**src/rtl/ext_trig_mon.sv**
```systemverilog
// Per-channel outstanding-trigger counter: +1 on trigger rise, -1 on frame rise, with sticky flags and watermark.
// Latency: input edge -> count 3 clk edges, flags 4, overflow_any 5. No backpressure; rises while disabled are dropped.
module ext_trig_mon #(
  parameter int N_CH       = 4,
  parameter int CNT_W      = 8,
  parameter int OVF_THRESH = 1
) (
  input  logic                    clk,
  input  logic                    rst_n,
  input  logic [N_CH-1:0]         en_cnt,
  input  logic [N_CH-1:0]         ext_trig,
  input  logic [N_CH-1:0]         frame_start,
  input  logic                    clr,
  output logic [N_CH*CNT_W-1:0]   cnt_out,
  output logic [N_CH*CNT_W-1:0]   wmark_out,
  output logic [N_CH-1:0]         ext_trig_overflow,
  output logic [N_CH-1:0]         frame_underflow,
  output logic                    overflow_any
);

  localparam logic [CNT_W-1:0] CNT_MAX = '1;
  localparam logic [CNT_W-1:0] THRESH  = CNT_W'(OVF_THRESH);

  logic [N_CH-1:0] trig_s1_q, trig_s2_q, trig_s3_q;
  logic [N_CH-1:0] frm_s1_q, frm_s2_q, frm_s3_q;
  logic [N_CH-1:0] en_s1_q, en_q;
  logic [N_CH-1:0] trig_rise, frm_rise;

  logic [N_CH-1:0][CNT_W-1:0] cnt_q, cnt_d;
  logic [N_CH-1:0][CNT_W-1:0] wmark_q, wmark_d;
  logic [N_CH-1:0]            ovf_q, ovf_d;
  logic [N_CH-1:0]            uf_q, uf_d;
  logic [N_CH-1:0]            uf_evt_q, uf_evt_d;
  logic                       ovf_any_q, ovf_any_d;

  always_ff @(posedge clk or negedge rst_n) begin
    if (!rst_n) begin
      trig_s1_q <= '0;
      trig_s2_q <= '0;
      trig_s3_q <= '0;
      frm_s1_q  <= '0;
      frm_s2_q  <= '0;
      frm_s3_q  <= '0;
      en_s1_q   <= '0;
      en_q      <= '0;
    end else begin
      trig_s1_q <= ext_trig;
      trig_s2_q <= trig_s1_q;
      trig_s3_q <= trig_s2_q;
      frm_s1_q  <= frame_start;
      frm_s2_q  <= frm_s1_q;
      frm_s3_q  <= frm_s2_q;
      en_s1_q   <= en_cnt;
      en_q      <= en_s1_q;
    end
  end

  assign trig_rise = trig_s2_q & ~trig_s3_q;
  assign frm_rise  = frm_s2_q & ~frm_s3_q;

  always_comb begin
    cnt_d     = cnt_q;
    wmark_d   = wmark_q;
    ovf_d     = ovf_q;
    uf_d      = uf_q;
    uf_evt_d  = '0;
    ovf_any_d = |ovf_q;
    if (clr) begin
      cnt_d     = '0;
      wmark_d   = '0;
      ovf_d     = '0;
      uf_d      = '0;
      ovf_any_d = 1'b0;
    end else begin
      for (int i = 0; i < N_CH; i++) begin
        if (en_q[i]) begin
          if (trig_rise[i] && !frm_rise[i]) begin
            if (cnt_q[i] != CNT_MAX) cnt_d[i] = cnt_q[i] + CNT_W'(1);
          end else if (frm_rise[i] && !trig_rise[i]) begin
            if (cnt_q[i] != '0) cnt_d[i] = cnt_q[i] - CNT_W'(1);
            else                uf_evt_d[i] = 1'b1;
          end
        end
        if (cnt_q[i] > wmark_q[i]) wmark_d[i] = cnt_q[i];
        // Flags follow the registered count/event, so they land one edge after the count.
        if (cnt_q[i] > THRESH) ovf_d[i] = 1'b1;
        if (uf_evt_q[i])       uf_d[i]  = 1'b1;
      end
    end
  end

  always_ff @(posedge clk or negedge rst_n) begin
    if (!rst_n) begin
      cnt_q     <= '0;
      wmark_q   <= '0;
      ovf_q     <= '0;
      uf_q      <= '0;
      uf_evt_q  <= '0;
      ovf_any_q <= 1'b0;
    end else begin
      cnt_q     <= cnt_d;
      wmark_q   <= wmark_d;
      ovf_q     <= ovf_d;
      uf_q      <= uf_d;
      uf_evt_q  <= uf_evt_d;
      ovf_any_q <= ovf_any_d;
    end
  end

  assign cnt_out           = cnt_q;
  assign wmark_out         = wmark_q;
  assign ext_trig_overflow = ovf_q;
  assign frame_underflow   = uf_q;
  assign overflow_any      = ovf_any_q;

endmodule
```
**config.mk**
```make
export PLATFORM = sky130hd
export DESIGN_NAME = ext_trig_mon
export DESIGN_NICKNAME = d
export VERILOG_FILES = /design/src/rtl/ext_trig_mon.sv
export SDC_FILE = /design/constraint.sdc
export NUM_CORES = 1
export LEC_CHECK = 0
export ABC_AREA = 1
export CORE_ASPECT_RATIO = 1.25
export CORE_UTILIZATION = 40
export CTS_CLUSTER_DIAMETER = 50
export CTS_CLUSTER_SIZE = 20
export DETAILED_ROUTE_END_ITERATION = 12
export GPL_ROUTABILITY_DRIVEN = 0
export PLACE_DENSITY_LB_ADDON = 0.15
export SYNTH_ARGS = -nofsm -noshare
export SYNTH_HDL_FRONTEND = slang
export SYNTH_SLANG_ARGS = --single-unit
```
**constraint.sdc**
```tcl
create_clock -name clk -period 1.67 [get_ports clk]
set_input_delay 0.2505 -clock clk [delete_from_list [all_inputs] [get_ports clk]]
set_output_delay 0.2505 -clock clk [all_outputs]
set_load 0.01 [all_outputs]
```
**After elaboration in Yosys (flattened, before gate mapping)**

Cells that the tools add are included.

- Multiplexer cells: 54
- Order comparisons: 8
- Add/subtract/negate cells: 8
- Bitwise operators: 4
- Reductions and logical operators: 49
- Equal/unequal tests: 8

Operator list:

| operator | count |
|---|---|
| 8-bit two-way mux | 24 |
| 32-bit two-way mux | 2 |
| 8-bit by 1-bit adder with 8-bit output (second input constant) | 4 |
| 8-bit by 1-bit > comparator with 1-bit output (second input constant) | 4 |
| 8-bit > comparator | 4 |
| 8-bit != test (second input constant) | 4 |
| 2-bit nonzero test | 16 |
| 8-bit nonzero test | 4 |
| 8-bit by 1-bit subtractor with 8-bit output (second input constant) | 4 |
| 1-bit two-way mux | 25 |
| 3-bit nonzero test | 8 |
| 4-bit AND reduction | 4 |
| 4-bit two-way mux | 3 |
| 3-bit by 2-bit != test with 1-bit output (second input constant) | 4 |
| 4-bit AND | 2 |
| 1-bit logical AND | 8 |
| 1-bit zero test | 8 |
| 4-bit inverter | 2 |
| 4-bit OR reduction | 1 |

- Bits of input ports: 15
- Register bits: 109
- Output and inout port bits: 73
- Logic and storage cells: 157

**Longest topological paths before layout**

Gate-level depths: netlist of run 1.

- Depth in word-level cells: 8
- Gate-level depth with buffers: 12
- Depth with buffers taken out: 11

**Least setup slack after synthesis of run 1**

No wires, ideal clock.

- Path kind: register -> register
- Start: reg cnt_q, in the netlist cnt_out[16]
- End: reg cnt_q, in the netlist cnt_out[17]
- Stages on the path, launching flop included: 12
- Setup time: 0.123 ns
- Setup slack: 0.001 ns
- Path buffers: 1
- Clock period less this slack: 1.669 ns
- Arrival time: 1.545 ns
- Data required time: 1.547 ns
- Path through: dfrtp_1 inv_1 ha_1 nand3_2 nor2_1 nand2_1 nand2_2 nor2_4 inv_2 buf_6 nand2_1 o21ai_2

- Cells in the longest elaborated chain, start to end: 6
- Elaborated cells between the ends (all ways): 13
- Classes of those cells: 2 x add/sub; 2 x eq/ne; 6 x mux; 3 x reduce/logical

RTL lines:

| element | line | source |
|---|---|---|
| from (decl) | 29 | `logic [N_CH-1:0][CNT_W-1:0] cnt_q, cnt_d;` |
| from (signal assigned) | 101 | `cnt_q <= cnt_d;` |
| 8-bit by 1-bit subtractor with 8-bit output | 80 | `if (cnt_q[i] != '0) cnt_d[i] = cnt_q[i] - CNT_W'(1);` |
| 8-bit two-way mux | 80 |  |
| 8-bit two-way mux | 79 | `end else if (frm_rise[i] && !trig_rise[i]) begin` |
| 8-bit two-way mux | 77 | `if (trig_rise[i] && !frm_rise[i]) begin` |
| 8-bit two-way mux | 76 | `if (en_q[i]) begin` |
| 32-bit two-way mux | 68 | `if (clr) begin` |

Parallel ways exist; a longest one is shown, timed or not. The select of a mux whose other input is x is not followed.
A chain may end at the register's enable or synchronous reset.

**Worst setup path in the final report of run 1**

- Start: reg cnt_q, in the netlist cnt_out[0]
- End: out cnt_out[0]

RTL lines:

| element | line | source |
|---|---|---|
| to (decl) | 14 | `output logic [N_CH*CNT_W-1:0] cnt_out,` |

No word-level cell between the ends.

==> metrics.yaml, run 1 <==
synth_nets: 957
r2r-end: "wmark_out[17]"
maxSlewViolCount: 0
yosysUniqueCellTypes: 29
violations: "design-rule violations"
powerDensity_nw_per_um2: 1930
dp_slack_ns: -0.0700
nFillCells: 1578
ys_warn_count: 0
syn_area_sq_um: 6840
die_y_um: 148
setup_viol: 0
crit_path_max_fanout: 5
path_class: "reg2out"
sequentialPowerShare_pct: 22.9
post_dp_cell_area_sq_um: 8270
fin_area_sq_um: 8920
first_pass_iters: 8
clkLatencyLatePin_ns: 0.36
grt_max_degree: 48
grt_remaining_overflow: 0
cts_buffers: 9
dp_hpwl_um: 12600
synth_top_area_cell: "dfrtp_1"
coreArea_sq_um: 16800
required_ns: 1.42
status: "finished with violations"
r2r.worst_path.cells: 8
hold_viol: 0
synth_area_per_cell_sq_um: 7.62
synth-seq-cells: 109
io_buffers: 87
reg2reg_slack_ns: 0.06
synth_top_area_share_pct: 39.9
final_common_cell: "nand2_1"
tritoncts: "yes"
ant_nets: 0
die_area_sq_um: 17600
syn_to_final_growth_pct: 30.4
min_from: "ext_trig[0]"
ys_seq_area_share_pct: 39.9
drc_errors: 2
io_pins: 88
row_count: 53
critPathLaunchType: "flip-flop"
synth.area.mux_share_pct: 0
combPwrFrac_pct: 65.7
finalCritPeriodShare_pct: 97.3
synth_compound_area_share_pct: 6.99
layout_common_cells: "nand2_1 (228), dfrtp_1 (105), inv_1 (93), nand3_1 (80), nor2_1 (75)"
endpoint_kind: "output port"
fin_skew_ns: 0.00721
holdPathEnd: "trig_s1_q[0]"
grt_pass1_vias: 5849
rsz0062_at_grt: "true"
intPower_uw: 9080
reg2reg_from: "wmark_out[20]"
peakVddDrop_uv: 755
slew_headroom_pct: 73.3
yosys.area_share.adder_pct: 8.23
fp.dieW_um: 119
cts-root-buf: "clkbuf_16"
synthTopCellsByArea: "dfrtp_1 (40%), nand2_1 (13%), ha_1 (8.2%), nand3_1 (6.1%), inv_1 (5.3%)"
slowest_delay_ns: 0.53
wl_per_cell_um: 13.6
diodes: 0
setup_tns_ns: 0
clkTransAtPathRegs_ns: 0.07
synth-simple-area-share_pct: 32.6
switching_share_pct: 47.2
hp-class: "in2reg"
setup_ws_ns: 0.0455
tightestPinTransition_ns: 0.401
grt_pass1_wl_um: 28100
max_cap_violations: 0
final_nets: 1105
cts_num_sinks: 109
slowest_stage: "clkdlybuf4s50_1"
cts_max_level: 3
placed_cells: 1238
antenna_found_initial: 0
min_path_cells: 1
drive_above_1_share_pct: 18.9
clkPwrFrac_pct: 11.4
p_switching_uw: 8120
synth_top_family_by_area: "simple AND/OR/NAND/NOR gates"
finalNonFillerCells: 1268
start_util_pct: 40.8
clockBufferDepth: 2
max_freq_mhz: 616
grt_usage_pct: 20.0
vias: 6195
path_buf_inv: 2
power.leakage_uw: 0.00450
wl_um: 17200
crit_chain: "buf_4, clkdlybuf4s50_1"
critical-path-top-delay-family: "buffers and inverters"
power_uw: 17200
period_needed_ns: 1.62
arrival_ns: 1.37
via_per_inst: 4.89
drtIter0Drc: 244
yosys.area_share.xor_xnor_pct: 2.18
syn_inst: 897
==> how the worst max path moves through the flow <==
stage                              from       endpoint  slack [ns]  depth (start not counted)
after global routing      wmark_out[20]  wmark_out[22]       -0.04                          8
after CTS                    cnt_out[1]     cnt_out[1]       0.005                          2
final                        cnt_out[0]     cnt_out[0]        0.05                          2
after detailed placement            clr    cnt_out[13]       -0.07                          8
after global placement      cnt_out[17]  wmark_out[22]       -0.03                         10
after floorplan             cnt_out[16]    cnt_out[17]       0.001                         11
==> flip-flops by register name, indices dropped and copies added (netlist names) <==
| register | flops |
|---|---|
| wmark_out | 32 |
| trig_s1_q | 4 |
| frm_s2_q | 4 |
| frm_s3_q | 4 |
| ext_trig_overflow | 4 |
| overflow_any | 1 |
| trig_s3_q | 4 |
| frame_underflow | 4 |
| en_q | 4 |
| en_s1_q | 4 |
| cnt_out | 32 |
| trig_s2_q | 4 |
| frm_s1_q | 4 |
| uf_evt_q | 4 |
==> final cells by class <==
type	count	area [sq um]	area share (%)
multi-input combinational	644	3640	40.9
inverter	106	418	4.69
timing repair buffer	173	1580	17.7
tap	220	275	3.09
timing repair inverter	2	12.5	0.140
sequential	109	2730	30.6
clock inverter	4	27.5	0.309
clock buffer	10	229	2.57
==> metal layers <==
metal  GRT usage (%)  wire (um)  share of wire (%)
met1            23.8       7570                 44
met2            36.2       8730                 51
met3            2.99        517                3.0
met4            7.97        406                2.4
met5               0          0                  0
==> metrics by stage <==
step           utilization [%]  hold WS, ns
3_5_place_dp              49.3        0.210
3_3_place_gp              49.3        0.210
6_report                  53.2        0.328
2_1_floorplan                -      -0.0451
5_1_grt                   53.2        0.319
4_1_cts                   50.9        0.315
==> Yosys cell counts, drive strengths merged <==
master	n
nand2	259
dfrtp	109
inv	106
nor2	96
nand3	85
o21ai	63
ha	45
nand4	45
buf	34
a21oi	20
xor2	15
clkbuf	4
nor4	4
o21a	4
nor3	3
or2	2
xnor2	2
a31oi	1
==> kinds of logic after synthesis <==
kind of cell	after synthesis
AOI/OAI and AO/OA	88
xor gates and xnor gates	17
adders and majority gates	45
buffers and inverters	144
DFF	109
and+or+nand+nor	494
==> repair_timing <==
action / CTS / global route
hold endpoints to repair: 26 / 0
endpoints found under the setup margin: 45 / 63
cloned: 0 / 2
pin swaps: 0 / 29
setup buffers: 2 / 11
gates resized for setup: 33 / 79
hold buffers: 1 / 0
==> power by group through the flow <==
stage	Combinational [uW]	Sequential (uW)	Clock [uW]
final	11300	3940	1970
after detailed placement	10500	3920	0
after global placement	10400	3910	0
after floorplan	6040	4290	0
after global routing	12700	4030	2140
after CTS	10400	3880	2040
Power figures use the tool's default switching activity.
==> run 2: changes to the inputs <==
Settings changed: SKIP_CTS_REPAIR_TIMING set to 1.
==> metrics.yaml, run 2 (synthesis gave the netlist of run 1 again) <==
status: "finished with violations"
violations: "design-rule violations"
final_nets: 1097
path_class: "reg2out"
slowest_stage: "clkdlybuf4s50_1"
clkLatencyLatePin_ns: 0.36
critPathLaunchType: "flip-flop"
maxSlewViolCount: 0
tritoncts: "yes"
max_freq_mhz: 615
diodes: 0
drive_above_1_share_pct: 16.2
peakVddDrop_uv: 818
cts_max_level: 3
finalCritPeriodShare_pct: 97.4
fp.dieW_um: 119
max_cap_violations: 0
grt_max_degree: 48
rsz0062_at_grt: "true"
row_count: 53
dp_slack_ns: -0.0700
nFillCells: 1597
vias: 6123
period_needed_ns: 1.63
powerDensity_nw_per_um2: 1910
placed_cells: 1238
clkTransAtPathRegs_ns: 0.07
coreArea_sq_um: 16800
fin_skew_ns: 0.00662
io_pins: 88
grt_remaining_overflow: 0
drtIter0Drc: 231
syn_to_final_growth_pct: 28.9
die_area_sq_um: 17600
post_dp_cell_area_sq_um: 8270
power.leakage_uw: 0.00474
ant_nets: 0
slowest_delay_ns: 0.53
wl_um: 17000
fin_area_sq_um: 8820
crit_chain: "buf_4, clkdlybuf4s50_1"
cts-root-buf: "clkbuf_16"
crit_path_max_fanout: 5
final_common_cell: "nand2_1"
slew_headroom_pct: 73.4
first_pass_iters: 8
cts_buffers: 9
arrival_ns: 1.38
clockBufferDepth: 2
antenna_found_initial: 0
die_y_um: 148
power_uw: 16900
tightestPinTransition_ns: 0.400
grt_pass1_vias: 5845
setup_ws_ns: 0.0430
path_buf_inv: 2
required_ns: 1.42
critical-path-top-delay-family: "buffers and inverters"
wl_per_cell_um: 13.5
dp_hpwl_um: 12600
cts_num_sinks: 109
hp-class: "in2reg"
hold_viol: 0
drc_errors: 2
grt_usage_pct: 19.9
finalNonFillerCells: 1260
setup_viol: 0
via_per_inst: 4.86
grt_pass1_wl_um: 28000
start_util_pct: 40.8
io_buffers: 87
endpoint_kind: "output port"
layout_common_cells: "nand2_1 (240), dfrtp_1 (106), inv_1 (93), nand3_1 (81), nor2_1 (77)"
-- run 2: cell types whose count changed in the layout (fill, tap and decap cells not counted), moves of 4 or more --
cell,change
nand2_2,-10
dlygate4sd2_1,-26
dlymetal6s2s_1,+26
ha_4,-5
ha_1,+4
buf_6,-4
nand2_1,+12
-- run 2: final timing paths --
path	depth (start not counted)	to	slack, ns	startpoint
max	2	cnt_out[0]	0.04	cnt_out[0]
min	1	trig_s1_q[0]	0.32	ext_trig[0]
max reg2reg	9	cnt_out[8]	0.05	cnt_out[9]
min reg2reg	0	en_q[2]	0.35	en_s1_q[2]
max in group asynchronous	3	wmark_out[16]	0.73	rst_n
min in group asynchronous	2	wmark_out[13]	0.36	rst_n
-- run 2: layer usage --
metal | wire length, um | global-route usage [%] | up-vias
met4 | 422 | 8.35 | 0
met5 | 0 | 0 | -
li1 | - | - | 3176
met3 | 495 | 2.99 | 30
met1 | 7510 | 23.8 | 2799
met2 | 8540 | 35.7 | 118
-- run 2: area by class of cell --
cell class              instances  area (sq um)  area share [%]
clock buffers                  10           229            2.60
inverters                     106           410            4.66
flip-flops and latches        109          2730            31.0
well taps                     220           275            3.12
multi-input cells             644          3530            40.0
repair buffers                167          1620            18.3
clock inverters                 4          27.5           0.312
-- run 2: report_power, final --
group / internal, uW / total, uW / switching [uW]
Combinational: 4620 / 11000 / 6370
Clock: 994 / 1970 / 977
Sequential: 3340 / 3900 / 556
Total: 8950 / 16900 / 7900
-- run 2: per-stage QoR --
stage / util (%) / hold WS, ns / setup TNS (ns)
global route: 52.5 / 0.319 / -0.245
detailed placement: 49.3 / 0.210 / -1.65
floorplan: - / -0.0451 / 0
finish: 52.5 / 0.325 / 0
CTS: 50.8 / -0.175 / -1.85
global placement: 49.3 / 0.210 / -0.538
